--- src/rtl/vga_timing_gen.sv ---
// VGA raster timing generator: pixel/line counters with registered sync, active-video and strobe outputs.
// Decodes are taken from the next counter values so every output describes the (hcnt,vcnt) presented alongside it.
module vga_timing_gen #(
  parameter int H_ACTIVE  = 640,
  parameter int H_FP      = 16,
  parameter int H_SYNC    = 96,
  parameter int H_BP      = 48,
  parameter int V_ACTIVE  = 480,
  parameter int V_FP      = 10,
  parameter int V_SYNC    = 2,
  parameter int V_BP      = 33,
  parameter bit HSYNC_POL = 1'b0,
  parameter bit VSYNC_POL = 1'b0,
  parameter int CLK_DIV   = 1,
  parameter int CW        = 10
) (
  input  logic          clk,
  input  logic          reset,
  input  logic          en,
  output logic [CW-1:0] hcnt,
  output logic [CW-1:0] vcnt,
  output logic          hsync,
  output logic          vsync,
  output logic          active,
  output logic          pix_tick,
  output logic          line_start,
  output logic          frame_start
);

  localparam int H_TOTAL = H_ACTIVE + H_FP + H_SYNC + H_BP;
  localparam int V_TOTAL = V_ACTIVE + V_FP + V_SYNC + V_BP;
  localparam int DW      = (CLK_DIV > 1) ? $clog2(CLK_DIV) : 1;

  localparam logic [CW-1:0] H_LAST   = CW'(H_TOTAL - 1);
  localparam logic [CW-1:0] V_LAST   = CW'(V_TOTAL - 1);
  localparam logic [DW-1:0] DIV_LAST = DW'(CLK_DIV - 1);

  if (CLK_DIV < 1) begin : g_bad_div
    $error("vga_timing_gen: CLK_DIV must be at least 1");
  end
  if ((H_TOTAL - 1) >= (1 << CW) || (V_TOTAL - 1) >= (1 << CW)) begin : g_bad_cw
    $error("vga_timing_gen: CW too narrow for H_TOTAL-1 / V_TOTAL-1");
  end

  logic [DW-1:0] div_q, div_d;
  logic [CW-1:0] hcnt_q, hcnt_d;
  logic [CW-1:0] vcnt_q, vcnt_d;
  logic          hsync_q, hsync_d;
  logic          vsync_q, vsync_d;
  logic          active_q, active_d;
  logic          pix_tick_q, pix_tick_d;
  logic          line_start_q, line_start_d;
  logic          frame_start_q, frame_start_d;

  logic          advance;
  logic [CW-1:0] h_next;
  logic [CW-1:0] v_next;

  always_comb begin
    advance = en && (div_q == DIV_LAST);
    h_next  = (hcnt_q == H_LAST) ? '0 : hcnt_q + 1'b1;
    v_next  = vcnt_q;
    if (hcnt_q == H_LAST) begin
      v_next = (vcnt_q == V_LAST) ? '0 : vcnt_q + 1'b1;
    end

    div_d         = div_q;
    hcnt_d        = hcnt_q;
    vcnt_d        = vcnt_q;
    hsync_d       = hsync_q;
    vsync_d       = vsync_q;
    active_d      = active_q;
    pix_tick_d    = 1'b0;
    line_start_d  = 1'b0;
    frame_start_d = 1'b0;

    if (en) begin
      div_d = advance ? '0 : div_q + 1'b1;
    end

    // vsync looks at the line number only, so it changes together with the hcnt wrap
    if (advance) begin
      hcnt_d        = h_next;
      vcnt_d        = v_next;
      hsync_d       = (int'(h_next) >= H_ACTIVE + H_FP &&
                       int'(h_next) <  H_ACTIVE + H_FP + H_SYNC) ? HSYNC_POL : ~HSYNC_POL;
      vsync_d       = (int'(v_next) >= V_ACTIVE + V_FP &&
                       int'(v_next) <  V_ACTIVE + V_FP + V_SYNC) ? VSYNC_POL : ~VSYNC_POL;
      active_d      = (int'(h_next) < H_ACTIVE) && (int'(v_next) < V_ACTIVE);
      pix_tick_d    = 1'b1;
      line_start_d  = (h_next == '0);
      frame_start_d = (h_next == '0) && (v_next == '0);
    end
  end

  // Reset parks on the last back-porch pixel so the first advance lands on (0,0)
  always_ff @(posedge clk) begin
    if (reset) begin
      div_q         <= '0;
      hcnt_q        <= H_LAST;
      vcnt_q        <= V_LAST;
      hsync_q       <= ~HSYNC_POL;
      vsync_q       <= ~VSYNC_POL;
      active_q      <= 1'b0;
      pix_tick_q    <= 1'b0;
      line_start_q  <= 1'b0;
      frame_start_q <= 1'b0;
    end else begin
      div_q         <= div_d;
      hcnt_q        <= hcnt_d;
      vcnt_q        <= vcnt_d;
      hsync_q       <= hsync_d;
      vsync_q       <= vsync_d;
      active_q      <= active_d;
      pix_tick_q    <= pix_tick_d;
      line_start_q  <= line_start_d;
      frame_start_q <= frame_start_d;
    end
  end

  assign hcnt        = hcnt_q;
  assign vcnt        = vcnt_q;
  assign hsync       = hsync_q;
  assign vsync       = vsync_q;
  assign active      = active_q;
  assign pix_tick    = pix_tick_q;
  assign line_start  = line_start_q;
  assign frame_start = frame_start_q;

endmodule

--- config.mk ---
export PLATFORM = sky130hd
export DESIGN_NAME = vga_timing_gen
export DESIGN_NICKNAME = d
export VERILOG_FILES = /design/src/rtl/vga_timing_gen.sv
export SDC_FILE = /design/constraint.sdc
export NUM_CORES = 1
export LEC_CHECK = 0
export BUFFER_PORTS_ARGS = -buffer_cell sky130_fd_sc_hd__buf_2
export CAP_MARGIN = 15
export CORE_UTILIZATION = 25
export CTS_CLUSTER_DIAMETER = 200
export DETAILED_ROUTE_END_ITERATION = 16
export SLEW_MARGIN = 30
export SYNTH_ARGS = -nofsm -noshare
export SYNTH_HDL_FRONTEND = slang
export SYNTH_SLANG_ARGS = --single-unit
--- constraint.sdc ---
create_clock -name clk -period 2.97 [get_ports clk]
set_clock_uncertainty 0.05 [all_clocks]
set_input_delay 0.594 -clock clk [delete_from_list [all_inputs] [get_ports clk]]
set_output_delay 0.594 -clock clk [all_outputs]
set_load 0.05 [all_outputs]
==> results of run 1 <==
## where the power goes
group,leakage (µW),internal [µW],switching [µW]
logic,0.000531,121,241
registers,0.000220,381,30.2
clock network,0.0000217,95.6,130
## worst min path at each step
stage | start | endpoint | slack (ns) | cells after the start
2_1_floorplan | div_q | div_q | 0.41 | 1
3_3_place_gp | div_q | div_q | 0.42 | 1
3_5_place_dp | div_q | div_q | 0.43 | 1
4_1_cts | en | div_q | 0.43 | 2
5_1_grt | en | div_q | 0.44 | 2
6_report | en | div_q | 0.43 | 2
## cells in the mapped netlist (4+ instances only)
cell type and n:
and3_1 6, nand4_1 5, inv_1 6, clkbuf_1 11, nor3b_1 4, a211o_1 5
nand2_1 17, nand3b_1 5, nor2b_1 4, nor3_1 12, a21oi_1 18, dfxtp_1 27
nand3_1 8, nor2_1 19, o21ai_0 11, xnor2_1 6
## metal layers
metal | track usage, % | up-vias | part of all wire, %
met3 | 1.75 | 11 | 4.1
met5 | 0 | - | 0
li1 | - | 868 | -
met4 | 6.01 | 0 | 2.5
met1 | 18.7 | 807 | 50
met2 | 19.4 | 52 | 43
## area by class of cell
cell class              count  area [µm²]
flip-flops and latches     27         541
multi-input cells         172        1100
clock buffers               3        41.3
clock inverters             1        7.51
well taps                  77        96.3
repair buffers             37         208
fillers                   728        4520
inverters                   6        22.5
## logic make-up (layout without fill, tap and decap cells)
kind of cell / Yosys count / count (layout) / synth area share [%]
compound gates: 62 / 62 / 24.4
xor+xnor: 10 / 10 / 5.50
fa+ha+maj: 3 / 3 / 2.17
buf+inv: 22 / 47 / 5.35
flops: 27 / 27 / 31.2
simple gates: 97 / 97 / 31.3
## worst reg2reg max path: stages (launching register included)
cell	delay, ns
dfxtp_1	0.44
ha_1	0.35
nand4_4	0.17
or4_1	0.71
nor3_4	0.27
xor2_2	0.20
nand4_1	0.15
o41a_1	0.39
## stage by stage
| step | power (µW) | std cells | setup WS (ns) |
|---|---|---|---|
| 2_1_floorplan | 694 | 221 | 0.0583 |
| 3_3_place_gp | 777 | 319 | 0.264 |
| 3_5_place_dp | 776 | 319 | 0.173 |
| 4_1_cts | 1000 | 323 | 0.149 |
| 5_1_grt | 1060 | 323 | 0.000179 |
| 6_report | 1000 | 323 | 0.144 |
## sequential cells by signal (all words and copies together) (netlist names)
name,flops
hcnt,10
vsync,1
frame_start,1
vcnt,10
hsync,1
div_q,1
pix_tick,1
active,1
line_start,1
==> summary.md, run 1 <==
| Metric | Value |
|---|---|
| Site row count | 29 |
| Post-CTS Setup Inserts | 0 |
| CP Depth | 7 |
| Lkg Pwr | slightly below 0.0008 µW |
| Max-cap viol count | 0 |
| Clk buf depth | 2 |
| First-pass GRT wire length | roughly 7.7 mm |
| WHS | approximately 0.43 ns |
| Fmax | between 300 and 400 MHz |
| Max transition margin | 67.0% |
| All-Layer GR Usage | 13.1% |
| Initial Util | between 20% and 30% |
| Most common cell after layout, fill and taps aside | buf_2 |
| Syn_area_per_cell | approximately 7.8 µm² |
| PD cells | ~500 nW/µm² |
| FF-to-FF path depth | 7 |
| Critical Path RT | approximately 3.1 ns |
| Final #Nets | roughly 250 |
| Async set-reset flop share out of synthesis | 0% |
| Worst reg2reg path endpoint | vsync |
| Critical path's slowest cell | or4_1 |
| Post-CTS Resized | 0 |
| Share of layout cells above drive strength 1 | a little under a fifth |
| CTS tree | built |
| Part of the cycle the worst path needs | roughly 95% |
| Worst setup EP type | register |
| I/O pins | 29 |
| Number of global-route vias before repair | between 1500 and 2000 |
| Cells after Synth | 221 |
| Cell Area, Synth | about 1700 µm² |
| Placer Congestion | between 0.8 and 0.9 |
| Clk sink count | 27 |
| Die H | ~85 µm |
| Fin. Hold Viols | 0 |
| Routed WL per cell | around 14 µm |
| Via count | 1738 |
| Post-route cell area | between 2000 and 2500 µm² |
| Reg2reg setup slack | approximately 0.14 ns |
| Post-synthesis sequential area ratio | between 30 and 40% |
| Synth cell types | 53 |
| DP Area | between 1500 and 2000 µm² |
| Critical Path AT | between 2 and 3 ns |
| Core Region | around 6500 µm² |
| Syn nets | 227 |
| Slew @ Worst Pin | 0.491 ns |
| CP top delay family | simple AND/OR/NAND/NOR gates |
| Critical Path Start Type | register |
| Hold-fix buffers, CTS | 0 |
| WS Path Type | reg2reg |
| Outcome | finished, final reports clean |
| Initial DRC Count | around 160 |
| Largest net degree at the start of global routing | 27 |
| Max incr delay on CP | 0.71 ns |
| Yosys top cell area share | 31.2% |
| ANT nets after route | 0 |
| Synth-to-Final Area Change | 16.3% |
| Crit path time final | about 2.8 ns |
| CP max FO | 9 |
| Clock buffer count from CTS | 3 |
| Clk_lat worst skew | approximately 0.28 ns |
| Synth Warn # | 0 |
| Final Max Slew Viols | 0 |
| Largest cells by area after synthesis | dfxtp_1 (31%), a21oi_1 (5.2%), nor2_1 (4.1%) |
| Commonest cells after routing, fill and taps aside | buf_2 (28), dfxtp_1 (27), nor2_1 (19) |
| Worst VDD drop | 0.000182 V |
| Antenna violations before repair | 0 |
| Hold crit path type | in2reg |
| Die width | between 80 and 90 µm |
| CP Cell Sequence | ha_1, nand4_4, or4_1, nor3_4, xor2_2, nand4_1, o41a_1 |
| Number of diodes | 0 |
| Unrepaired setup endpoints after global routing | no |
| Top_reg_cell synth | dfxtp_1 |
| Post-synth EDFFs | 0 |
| IO buf count | 28 |
| Post-Route WL | roughly 4.6 mm |
| CTS Root Cell | clkbuf_8 |
| Post-layout util | 30.8% |
| Total die area | 7260 µm² |
| Dpl hpwl | around 3.2 mm |
| Setup violators final | 0 |
| TritonRoute pass-1 iters | 4 |
| Worst setup endpoint | vsync |
| Yosys reg bits | 27 |
| Grt ovf | 0 |
| DR DRC count | 0 |
| WP buf/inv | 0 |
| CP Launch Point | hcnt[0] |
| H-tree level count | 1 |
| Setup_tns | 0 ns |
| CTS clk-pin slew, worst paths | around 0.1 ns |
| Number of vias per cell | ~5.4 |
| R2R Path Start | hcnt[0] |
| Area leader, netlist | dfxtp_1 |
Power figures use the tool's default switching activity.
==> inputs of run 2 (changes only) <==
==> constraint.sdc (replaced) <==
create_clock -name clk -period 2.97 [get_ports clk]
set_clock_uncertainty 0.05 [all_clocks]
set_input_delay 0.297 -clock clk [delete_from_list [all_inputs] [get_ports clk]]
set_output_delay 0.297 -clock clk [all_outputs]
set_load 0.05 [all_outputs]
==> run 2 against run 1 <==
  * Sequential share of layout area is the same
  * Fmax increased by 5.5%
  * Non-clock buffer count is the same
  * Largest power group unchanged
  * Die area unchanged
  * Sequential power is essentially flat
==> summary.md, run 2 (synthesized netlist as in run 1, its figures left out) <==
| Metric | Value |
|---|---|
| Hold-fix buffers, CTS | 0 |
| Number of vias per cell | between 5 and 6 |
| Worst setup endpoint | vsync |
| Worst reg2reg path endpoint | vsync |
| Most common cell after layout, fill and taps aside | buf_2 |
| Core Region | 6530 µm² |
| Clk buf depth | 2 |
| DR DRC count | 0 |
| Dpl hpwl | between 3 and 4 mm |
| Slew @ Worst Pin | 0.629 ns |
| Setup violators final | 0 |
| Part of the cycle the worst path needs | approximately 90% |
| Lkg Pwr | approximately 0.00078 µW |
| FF-to-FF path depth | 7 |
| Critical Path AT | about 2.8 ns |
| Max-cap viol count | 0 |
| Unrepaired setup endpoints after global routing | no |
| Hold crit path type | in2reg |
| Filler cell count | about 700 |
| Die width | roughly 85 µm |
| All-Layer GR Usage | roughly an eighth |
| Placer Congestion | 0.837 |
| Worst setup EP type | register |
| ANT nets after route | 0 |
| CP max FO | 9 |
| Post-route cell area | 2010 µm² |
| Setup_tns | 0 ns |
| Crit path time final | between 2 and 3 ns |
| Worst VDD drop | roughly 0.00017 V |
| Synth-to-Final Area Change | 16.3% |
| Clk_lat worst skew | approximately 0.28 ns |
| First-pass GRT wire length | about 7.6 mm |
| R2R Path Start | hcnt[0] |
| Commonest cells after routing, fill and taps aside | buf_2 (28), dfxtp_1 (27), nor2_1 (19) |
| Final Max Slew Viols | 0 |
| Share of layout cells above drive strength 1 | between 10% and 20% |
| CTS clk-pin slew, worst paths | roughly 0.10 ns |
| CP Launch Point | hcnt[0] |
| Total die area | 7260 µm² |
| Site row count | 29 |
| WS Path Type | reg2reg |
| Routed WL per cell | 14.3 µm |
| Critical Path Start Type | register |
| Clock buffer count from CTS | 3 |
| Via count | 1721 |
| Max transition margin | 58.1% |
| Clk sink count | 27 |
| TritonRoute pass-1 iters | 4 |
| Number of diodes | 0 |
| Largest net degree at the start of global routing | 27 |
| CTS Root Cell | clkbuf_8 |
| IO buf count | 28 |
| Initial DRC Count | approximately 190 |
| Outcome | finished, final reports clean |
| CTS tree | built |
| Post-Route WL | 4.62 mm |
| Fmax | ~370 MHz |
| Reg2reg setup slack | a little under 0.3 ns |
| Number of global-route vias before repair | approximately 1500 |
| Antenna violations before repair | 0 |
| Initial Util | 26.5% |
| Final #Nets | roughly 250 |
| Critical Path RT | 3.10 ns |
| DP Area | around 2000 µm² |
| PD cells | between 400 and 500 nW/µm² |
| I/O pins | 29 |
| H-tree level count | 1 |
| Grt ovf | 0 |
| Fin. Hold Viols | 0 |
| Die H | about 85 µm |
## run 2: worst min path at each step
stage | start | endpoint | slack, ns | cells past startpoint
after global placement | div_q | div_q | 0.42 | 1
final | en | div_q | 0.15 | 2
after detailed placement | div_q | div_q | 0.43 | 1
after CTS | en | div_q | 0.15 | 2
after floorplan | en | div_q | 0.32 | 1
after global routing | en | div_q | 0.15 | 2
## run 2: timing repair
item                                    in CTS  in global routing
gates resized for setup                      0                  1
endpoints found under the setup margin       0                  2
setup buffers                                0                  1
## run 2: worst max-delay path, cell delays in order (launching register included)
cell	delay, ns
dfxtp_1	0.45
ha_1	0.35
nand4_4	0.17
or4_4	0.60
nor3_4	0.22
xor2_2	0.20
nand4_1	0.14
o41a_1	0.39
## run 2: power breakdown
| group | switching (µW) | total (µW) | leakage (µW) | internal [µW] |
|---|---|---|---|---|
| clock | 129 | 226 | 0.0000228 | 96.7 |
| sequential | 30.3 | 412 | 0.000220 | 381 |
| combinational | 241 | 363 | 0.000533 | 123 |
## run 2: layout make-up
type / instances / area, µm² / share of cell area (%)
clock buffers: 4 / 45.0 / 2.24
multi-input cells: 172 / 1100 / 54.7
repair buffers: 37 / 208 / 10.3
inverters: 6 / 22.5 / 1.12
flip-flops and latches: 27 / 541 / 26.8
well taps: 77 / 96.3 / 4.79
## run 2: layer usage
metal / GRT usage (%) / wire (µm)
met2: 20.9 / 2120
met3: 1.36 / 117
met5: 0 / 0
met4: 5.39 / 72
met1: 18.0 / 2320
## run 2: stage by stage
step / power (µW) / hold slack, ns / std cells / utilization [%] / setup slack (ns)
after floorplan: 694 / 0.323 / 221 / - / 0.0583
after global placement: 777 / 0.418 / 318 / 30.0 / 0.270
after detailed placement: 774 / 0.430 / 318 / 30.0 / 0.187
after CTS: 996 / 0.149 / 322 / 30.7 / 0.150
after global routing: 1050 / 0.149 / 323 / 30.8 / 0.131
final: 1000 / 0.147 / 323 / 30.8 / 0.292
==> inputs of run 3 (changes only) <==
--- a/config.mk
+++ b/config.mk
@@ -10,6 +10,7 @@
 export CORE_UTILIZATION = 25
 export CTS_CLUSTER_DIAMETER = 200
 export DETAILED_ROUTE_END_ITERATION = 16
+export REMOVE_ABC_BUFFERS = 1
 export SLEW_MARGIN = 30
 export SYNTH_ARGS = -nofsm -noshare
 export SYNTH_HDL_FRONTEND = slang
==> run 3 against run 2 <==
  * Routed wire length grew 1.4%
  * Sequential power is essentially flat
  * Power shrank 1.0%
  * Utilization shrank 0.17 points
  * Critical path depth is the same
  * Sequential share of layout area grew 0.15 points
  * Global-route usage shrank 0.15 points
  * Clock-buffer cell count is the same
  * Register-to-register slack gained 0.02 ns
  * Fmax grew 0.64%
  * First-iteration DRC count shrank 41%
  * Sequential cell count is the same
==> summary.md, run 3 (synthesized netlist as in run 1, its figures left out) <==
| Metric | Value |
|---|---|
| Critical Path RT | between 3 and 4 ns |
| Via count | about 1700 |
| Fin. Hold Viols | 0 |
| Filler cell count | 697 |
| Post-layout total power | roughly 990 µW |
| Die width | ~85 µm |
| Routed WL per cell | 14.6 µm |
| Post-CTS Setup Inserts | 0 |
| DP Area | between 1500 and 2000 µm² |
| Max-cap viol count | 0 |
| CTS clk-pin slew, worst paths | approximately 0.1 ns |
| Setup violators final | 0 |
| TritonRoute pass-1 iters | 4 |
| Part of the cycle the worst path needs | between 80% and 90% |
| Commonest cells after routing, fill and taps aside | buf_2 (28), dfxtp_1 (27), nor2_1 (19) |
| CTS Root Cell | clkbuf_8 |
| H-tree level count | 1 |
| FF-to-FF path depth | 7 |
| Share of layout cells above drive strength 1 | between 10% and 20% |
| CTS tree | built |
| WHS Path Cells | 2 |
| Clk sink count | 27 |
| Post-layout util | a little under a third |
| Max incr delay on CP | 0.69 ns |
| Largest net degree at the start of global routing | 27 |
| WHS | 0.145 ns |
| Critical path's slowest cell | or4_1 |
| Clk buf depth | 2 |
| WP buf/inv | 0 |
| First-pass GRT wire length | 7.53 mm |
| Most common cell after layout, fill and taps aside | buf_2 |
| Number of diodes | 0 |
| WS Path Type | reg2reg |
| Critical Path AT | between 2 and 3 ns |
| Hold crit path type | in2reg |
| Max transition margin | between 50% and 60% |
| PD cells | 495 nW/µm² |
| Worst setup EP type | register |
| Site row count | 29 |
| Slew @ Worst Pin | ~0.66 ns |
| CP Depth | 7 |
| Antenna violations before repair | 0 |
| Post-route cell area | ~2000 µm² |
| Core Region | ~6500 µm² |
| Crit path time final | 2.66 ns |
| CP Cell Sequence | ha_1, nand4_4, or4_1, nor3_4, xor2_2, nand4_1, o41a_1 |
| Final #Nets | about 250 |
| CP max FO | 9 |
| IO buf count | 28 |
| Critical Path Start Type | register |
| Synth-to-Final Area Change | 15.7% |
| Initial Util | 26.5% |
| Die H | around 85 µm |
| Unrepaired setup endpoints after global routing | no |
| Number of global-route vias before repair | ~1500 |
| Fmax | ~380 MHz |
| Placer Congestion | ~0.83 |
| I/O pins | 29 |
| Number of vias per cell | approximately 5.4 |
| Post-CTS Resized | 0 |
| CP top delay family | simple AND/OR/NAND/NOR gates |
| Lkg Pwr | approximately 0.00077 µW |
| Post-Route WL | approximately 4.7 mm |
| Final Max Slew Viols | 0 |
| DR DRC count | 0 |
| Dpl hpwl | around 3.3 mm |
| Hold-fix buffers, CTS | 0 |
| Outcome | finished, final reports clean |
| Clk_lat worst skew | 0.28 ns |
| All-Layer GR Usage | roughly an eighth |
| Grt ovf | 0 |
| ANT nets after route | 0 |
| Total die area | ~7300 µm² |
| Clock buffer count from CTS | 3 |
| Initial DRC Count | 113 |
| Worst VDD drop | 0.000277 V |
-- run 3: changes by cell type in the layout (fill, tap and decap cells not counted) --
cell   delta
or4_1     +1
buf_4     -1
or4_4     -1
-- run 3: cell type report --
| class | instances | area, µm² | share of cell area (%) |
|---|---|---|---|
| multi-input cells | 172 | 1100 | 54.8 |
| flip-flops and latches | 27 | 541 | 27.0 |
| repair buffers | 36 | 200 | 10.0 |
| well taps | 77 | 96.3 | 4.81 |
| clock buffers | 4 | 45.0 | 2.25 |
| inverters | 6 | 22.5 | 1.13 |
-- run 3: where the power goes --
part / switching [µW] / leakage [µW] / total, µW / internal (µW)
Clock: 125 / 0.0000228 / 221 / 96.5
Combinational: 240 / 0.000526 / 358 / 119
Sequential: 29.7 / 0.000220 / 411 / 381
-- run 3: path summary, 6_finish.rpt --
check	from	endpoint	slack [ns]
worst min register to register	div_q	div_q	0.44
worst max register to register	hcnt[1]	vsync	0.31
worst max-delay path	hcnt[1]	vsync	0.31
worst min-delay path	en	div_q	0.15
-- run 3: per-layer routing --
layer	vias to the layer above	wire, µm	GRT usage [%]
met4	0	36	2.47
met5	-	0	0
met2	48	2110	20.4
met3	4	274	3.21
met1	821	2270	18.0
li1	858	-	-
-- run 3: stage by stage --
step	TNS (ns)	setup WS, ns	instances
3_5_place_dp	0	0.302	318
4_1_cts	0	0.284	322
6_report	0	0.309	322
3_3_place_gp	0	0.382	318
5_1_grt	0	0.130	322
2_1_floorplan	-0.0198	-0.0198	205
